## config.mk

```make
export PLATFORM = sky130hd
export DESIGN_NAME = race_arbiter
export DESIGN_NICKNAME = d
export VERILOG_FILES = /design/src/rtl/race_arbiter.sv
export SDC_FILE = /design/constraint.sdc
export NUM_CORES = 1
export LEC_CHECK = 0
export ABC_AREA = 1
export CAP_MARGIN = 0
export CORE_UTILIZATION = 25
export DETAILED_ROUTE_END_ITERATION = 8
export GPL_TIMING_DRIVEN = 0
export PLACE_DENSITY_LB_ADDON = 0.3
export SLEW_MARGIN = 10
export SYNTH_ARGS = -nofsm -noshare
export SYNTH_HDL_FRONTEND = slang
export SYNTH_SLANG_ARGS = --single-unit
```

## constraint.sdc

```tcl
create_clock -name clk -period 3.9 [get_ports clk]
set_input_delay 0.78 -clock clk [delete_from_list [all_inputs] [get_ports clk]]
set_output_delay 0.78 -clock clk [all_outputs]
set_load 0.02 [all_outputs]
```

## src/rtl/race_arbiter.sv

```systemverilog
// race_arbiter: round-robin owner of one race_official/race_observer pair.
// Grants one lane, runs the ready/start/done handshake, reports done or timeout.
//
// Ports:
//   clk, rst      rising-edge clock, async active-high reset
//   lane_req      per-lane level request, held until done/timeout
//   lane_grant    one-hot current owner (zero when none)
//   lane_done     one-cycle completion pulse on the owner lane
//   lane_timeout  one-cycle abort pulse on the owner lane
//   off_ready     ready towards race_official
//   off_start     start from race_official
//   obs_done      done from race_observer
//   busy          high outside IDLE
//   race_count    completed races, wrapping 16-bit
module race_arbiter #(
    parameter int N_LANES = 4,
    parameter int TIMEOUT = 64,
    parameter int CW      = 8
) (
    input  logic               clk,
    input  logic               rst,
    input  logic [N_LANES-1:0] lane_req,
    output logic [N_LANES-1:0] lane_grant,
    output logic [N_LANES-1:0] lane_done,
    output logic [N_LANES-1:0] lane_timeout,
    output logic               off_ready,
    input  logic               off_start,
    input  logic               obs_done,
    output logic               busy,
    output logic [15:0]        race_count
);

    localparam int PW = (N_LANES > 1) ? $clog2(N_LANES) : 1;
    localparam logic [N_LANES-1:0] ONE = N_LANES'(1);
    localparam logic [PW:0] NL = (PW+1)'(N_LANES);
    localparam logic [CW-1:0] LAST = CW'(TIMEOUT - 1);

    typedef enum logic [1:0] {
        IDLE,
        READY,
        RUN,
        COOL
    } state_t;

    state_t             state;
    state_t             state_nxt;
    logic [PW-1:0]      ptr;
    logic [PW-1:0]      ptr_nxt;
    logic [PW-1:0]      sel;
    logic [PW:0]        idx;
    logic [PW:0]        sel_inc;
    logic               found;
    logic               held;
    logic [CW-1:0]      cnt;
    logic [CW-1:0]      cnt_nxt;
    logic [N_LANES-1:0] grant_nxt;
    logic [N_LANES-1:0] done_nxt;
    logic [N_LANES-1:0] tmo_nxt;
    logic               ready_nxt;
    logic [15:0]        count_nxt;

    // Round-robin pick: first requester at or after ptr, wrapping.
    always_comb begin
        found = 1'b0;
        sel   = '0;
        idx   = '0;
        for (int i = 0; i < N_LANES; i++) begin
            idx = {1'b0, ptr} + (PW+1)'(i);
            if (idx >= NL) begin
                idx = idx - NL;
            end
            if (!found && lane_req[idx[PW-1:0]]) begin
                found = 1'b1;
                sel   = idx[PW-1:0];
            end
        end
    end

    always_comb begin
        sel_inc = {1'b0, sel} + (PW+1)'(1);
        if (sel_inc >= NL) begin
            sel_inc = '0;
        end
    end

    // Owner still asking; only matters before the official starts.
    assign held = |(lane_req & lane_grant);

    always_comb begin
        state_nxt = state;
        grant_nxt = lane_grant;
        ready_nxt = off_ready;
        done_nxt  = '0;
        tmo_nxt   = '0;
        cnt_nxt   = cnt;
        ptr_nxt   = ptr;
        count_nxt = race_count;
        unique case (state)
            IDLE: begin
                // Never hand out a race while the pair is still busy.
                if (found && !off_start && !obs_done) begin
                    grant_nxt = ONE << sel;
                    ready_nxt = 1'b1;
                    ptr_nxt   = sel_inc[PW-1:0];
                    state_nxt = READY;
                end
            end
            READY: begin
                if (off_start) begin
                    ready_nxt = 1'b0;
                    if (obs_done) begin
                        done_nxt  = lane_grant;
                        count_nxt = race_count + 16'd1;
                        state_nxt = COOL;
                    end else begin
                        cnt_nxt   = '0;
                        state_nxt = RUN;
                    end
                end else if (!held) begin
                    ready_nxt = 1'b0;
                    grant_nxt = '0;
                    state_nxt = IDLE;
                end
            end
            RUN: begin
                // Done has priority over a simultaneous timeout.
                if (obs_done) begin
                    done_nxt  = lane_grant;
                    count_nxt = race_count + 16'd1;
                    state_nxt = COOL;
                end else if (cnt == LAST) begin
                    tmo_nxt   = lane_grant;
                    state_nxt = COOL;
                end else begin
                    cnt_nxt = cnt + CW'(1);
                end
            end
            COOL: begin
                if (!off_start && !obs_done) begin
                    grant_nxt = '0;
                    state_nxt = IDLE;
                end
            end
            default: begin
                grant_nxt = '0;
                ready_nxt = 1'b0;
                state_nxt = IDLE;
            end
        endcase
    end

    always_ff @(posedge clk or posedge rst) begin
        if (rst) begin
            state        <= IDLE;
            ptr          <= '0;
            cnt          <= '0;
            lane_grant   <= '0;
            lane_done    <= '0;
            lane_timeout <= '0;
            off_ready    <= 1'b0;
            busy         <= 1'b0;
            race_count   <= '0;
        end else begin
            state        <= state_nxt;
            ptr          <= ptr_nxt;
            cnt          <= cnt_nxt;
            lane_grant   <= grant_nxt;
            lane_done    <= done_nxt;
            lane_timeout <= tmo_nxt;
            off_ready    <= ready_nxt;
            busy         <= (state_nxt != IDLE);
            race_count   <= count_nxt;
        end
    end

endmodule

```

==> impl_results.md <==
* Required time of the critical path at around 4.1 ns
* Antenna diode count at 0
* Run status: finished clean
* Gate count of the mapped netlist at 298
* Largest clock skew in the final design at 0.0124 ns
* Net switching power at 864 uW
* Initial DRC Count at 65
* Routed wire length at between 5 and 6 mm
* Leading post-synthesis cells by instance count: sky130_fd_sc_hd__nand2_1, sky130_fd_sc_hd__dfrtp_1, sky130_fd_sc_hd__inv_1, sky130_fd_sc_hd__nor2_1, sky130_fd_sc_hd__nand3_1
* Starting density of the core at 26.1%
* Netlist area before placement at 0.00245 sq mm
* Achievable Freq at 413 MHz
* Maximum clock insertion buffer count at 2
* Routability-driven placement congestion ratio at 0.808
* Via count of the first global-routing pass at about 1800
* Area overhead of the layout relative to synthesis at 27.0%
* Clock-pin transition on the worst setup and hold timing paths at 0.08 ns
* Critical path, cell by cell: clkdlybuf4s50_1 -> inv_1 -> nand2_2 -> nand2_1 -> nor2_1 -> nor2_2 -> nand2_1 -> nand3_1 -> nand3_1 -> inv_1 -> ha_1 -> nand2_1 -> o21ai_1
* Asr flop ratio synth at 100%
* Buffers added on ports at 37
* Die Span Y at 101 microns
* Share of power burned in registers at 30.6%
* Number of detailed-routing iterations run before antenna repair at 4
* Leakage power of the design at 0.00147 uW
* Max-cap violations at 0
* Most used flip-flop cell after synthesis: sky130_fd_sc_hd__dfrtp_1
* RSZ-0062 raised after global routing: false
* Cell accounting for the most synthesized area: sky130_fd_sc_hd__dfrtp_1
* Number of different library cells in the post-synthesis netlist at 37
* Detailed-route DRC error count at 0
* Cell occurring most often along the worst timing path: sky130_fd_sc_hd__nand2_1
* Final WS setup at 1.48 ns
* Area of all placed cells without fillers at 0.00311 sq mm
* CP top delay family: simple AND/OR/NAND/NOR gates
* Post-cts sizing count at 0
* Number of vias per cell at 4.15
* Synth Register Bits at 42
* Slew of the pin with the lowest slew margin at 0.329 ns
* TritonCTS clock tree: done
* Hold-fix buffers at CTS at 0
* Worst IR drop on VDD at 243 uV
* Area of the core region at 0.00937 sq mm
* Dominant cell by count in the synthesized netlist: sky130_fd_sc_hd__nand2_1
* Number of vias after detailed routing at 1963
* Std cell rows at 35
* Total power draw at 1960 uW
* Largest cells by area after synthesis: sky130_fd_sc_hd__dfrtp_1, sky130_fd_sc_hd__nand2_1, sky130_fd_sc_hd__ha_1, sky130_fd_sc_hd__inv_1, sky130_fd_sc_hd__nor2_1
* Cell type of the slowest stage on the worst timing path: sky130_fd_sc_hd__clkdlybuf4s50_1
* PD cells at 631 mW/mm^2
* Antenna violations before repair at 0
* Post-route setup TNS at 0 ns
* Final setup violating endpoints at 0
* Total Nets Final at 362
* Clock Latency Late Sink at roughly 0.3 ns
* Worst stage delay on the critical path at 0.50 ns
* Internal at approximately 1100 uW
* Final hold violation count at 0
* CP Max Fanout at 3
* Total CTS buffers at 5
* Ratio of cells with drive above 1 in the final layout at 12.5%
* H-Tree Level Count at 2
* Switching portion of total power at approximately 44%
* Total grt overflow at 0
* Buffer count from post-CTS setup fixing at 0
* Root Driver: sky130_fd_sc_hd__clkbuf_8
* Total Routing Usage GR at 10.7%
* Count of final max-slew check failures at 0
* Mean post-synth cell area at about 8.2 sq um
* Nature of the critical path endpoint: flop
* Placement Setup Slack at about 1.2 ns
* Arrival time at the worst endpoint at 2.60 ns
* Count of nets left with antenna violations after detail routing at 0
* Max_slew headroom at 78.0%
* Die area at 0.0102 sq mm
* Critical path class: in2reg
* Proportion of power drawn by the clock network at 17.5%
* EDFF count, synth at 0
* Count of buffer and inverter cells on the critical path at 3
* Top-area cell type share of the netlist area at 42.9%
* Cell area after placement at 0.00300 sq mm
* Sequential fraction of the synthesis area at 42.9%
* HPWL reported at the end of detailed placement at 3.97 mm
* Part of the power in combinational logic at between 50 and 60%
* Wire length per cell at 10.8 microns
* Largest net degree at the start of global routing at 32
* Synthesized net count at 317
* Tcrit/Tclk final at 62.1%
* IO Pins at 38
* Die boundary width at just over 100 microns
* Kind of path behind the tightest hold check: reg2reg
* Wire length of the first global-routing pass at roughly 8.7 mm
* Synth warnings at 0
* CTS Sinks at 42
* Startpoint types: primary input
* Final worst path period need at 2.42 ns
[layout by cell type (no fill, tap or decap), drive strengths merged, types with 4 or more instances in the layout]
cell type / count
xor2: 7
nor3: 4
nand2: 89
xnor2: 9
dfrtp: 42
inv: 38
nand4: 6
o21ai: 13
buf: 4
clkbuf: 6
clkdlybuf4s50: 37
a21oi: 9
nand3: 23
ha: 11
nor2: 36
[metal layers]
metal  routed length [microns]  vias up  global-route usage (%)
met2                      2330       32                    17.3
met1                      2550      899                    14.5
met5                         0        -                       0
li1                          -     1027                       -
met4                        40        0                    2.68
met3                       199        5                    2.57
[power by group through the flow]
stage | sequential [uW] | clock, uW | combinational [uW]
finish | 600 | 343 | 1020
global route | 613 | 373 | 1150
CTS | 602 | 358 | 1030
detailed placement | 609 | 0 | 1020
global placement | 609 | 0 | 1010
floorplan | 649 | 0 | 715
[flip-flops by register name, indices dropped and copies added (netlist names)]
name / flops
race_count: 16
cnt: 8
lane_done: 4
lane_grant: 4
lane_timeout: 4
ptr: 2
state: 2
busy: 1
off_ready: 1
[cell type report]
class	instances	area (sq um)
clock buffer	6	72.6
timing repair buffer	38	390
multi-input combinational	215	1230
inverter	38	145
fill	1000	6260
sequential	42	1050
buffer	3	23.8
clock inverter	2	37.5
tap	129	161
[final timing paths]
| kind | from | end | cells after the start | slack (ns) |
|---|---|---|---|---|
| worst min-delay path | off_ready | off_ready | 2 | 0.48 |
| worst min register to register | off_ready | off_ready | 2 | 0.48 |
| min in group asynchronous | rst | race_count[1] | 2 | 0.75 |
| max in group asynchronous | rst | cnt[6] | 3 | 2.71 |
| worst max register to register | ptr[0] | ptr[1] | 14 | 1.92 |
| worst max-delay path | lane_req[2] | ptr[1] | 13 | 1.48 |
[per-stage QoR]
stage	util, %	hold WS, ns	instances
6_report	33.2	0.484	473
5_1_grt	33.2	0.509	473
4_1_cts	33.2	0.497	473
3_5_place_dp	32.0	0.474	465
3_3_place_gp	31.8	0.465	464
2_1_floorplan	-	0.479	298
[worst register-to-register path, stage by stage (launching register included)]
cell	delay (ns)
sky130_fd_sc_hd__dfrtp_1	0.38
sky130_fd_sc_hd__buf_6	0.14
sky130_fd_sc_hd__inv_4	0.09
sky130_fd_sc_hd__nand2_1	0.08
sky130_fd_sc_hd__nand3_2	0.10
sky130_fd_sc_hd__nand2_2	0.09
sky130_fd_sc_hd__nor2_8	0.14
sky130_fd_sc_hd__nand2_1	0.10
sky130_fd_sc_hd__nand2_1	0.07
sky130_fd_sc_hd__nand2_1	0.06
sky130_fd_sc_hd__nand3_1	0.12
sky130_fd_sc_hd__inv_1	0.08
sky130_fd_sc_hd__ha_1	0.30
sky130_fd_sc_hd__nand2_1	0.07
sky130_fd_sc_hd__o21ai_1	0.05
[logic make-up (layout without fill, tap and decap cells)]
logic type	count (synthesis)	after routing	share of synthesized area, %
buffers and inverters	41	87	6.90
AND/OR/NAND/NOR	162	162	32.7
adder cells (fa/ha/maj)	11	11	5.62
flip-flops	42	42	42.9
AO/OA/AOI/OAI	26	26	6.14
XOR/XNOR	16	16	5.73
No activity file was read; power rests on OpenSTA's default activity.
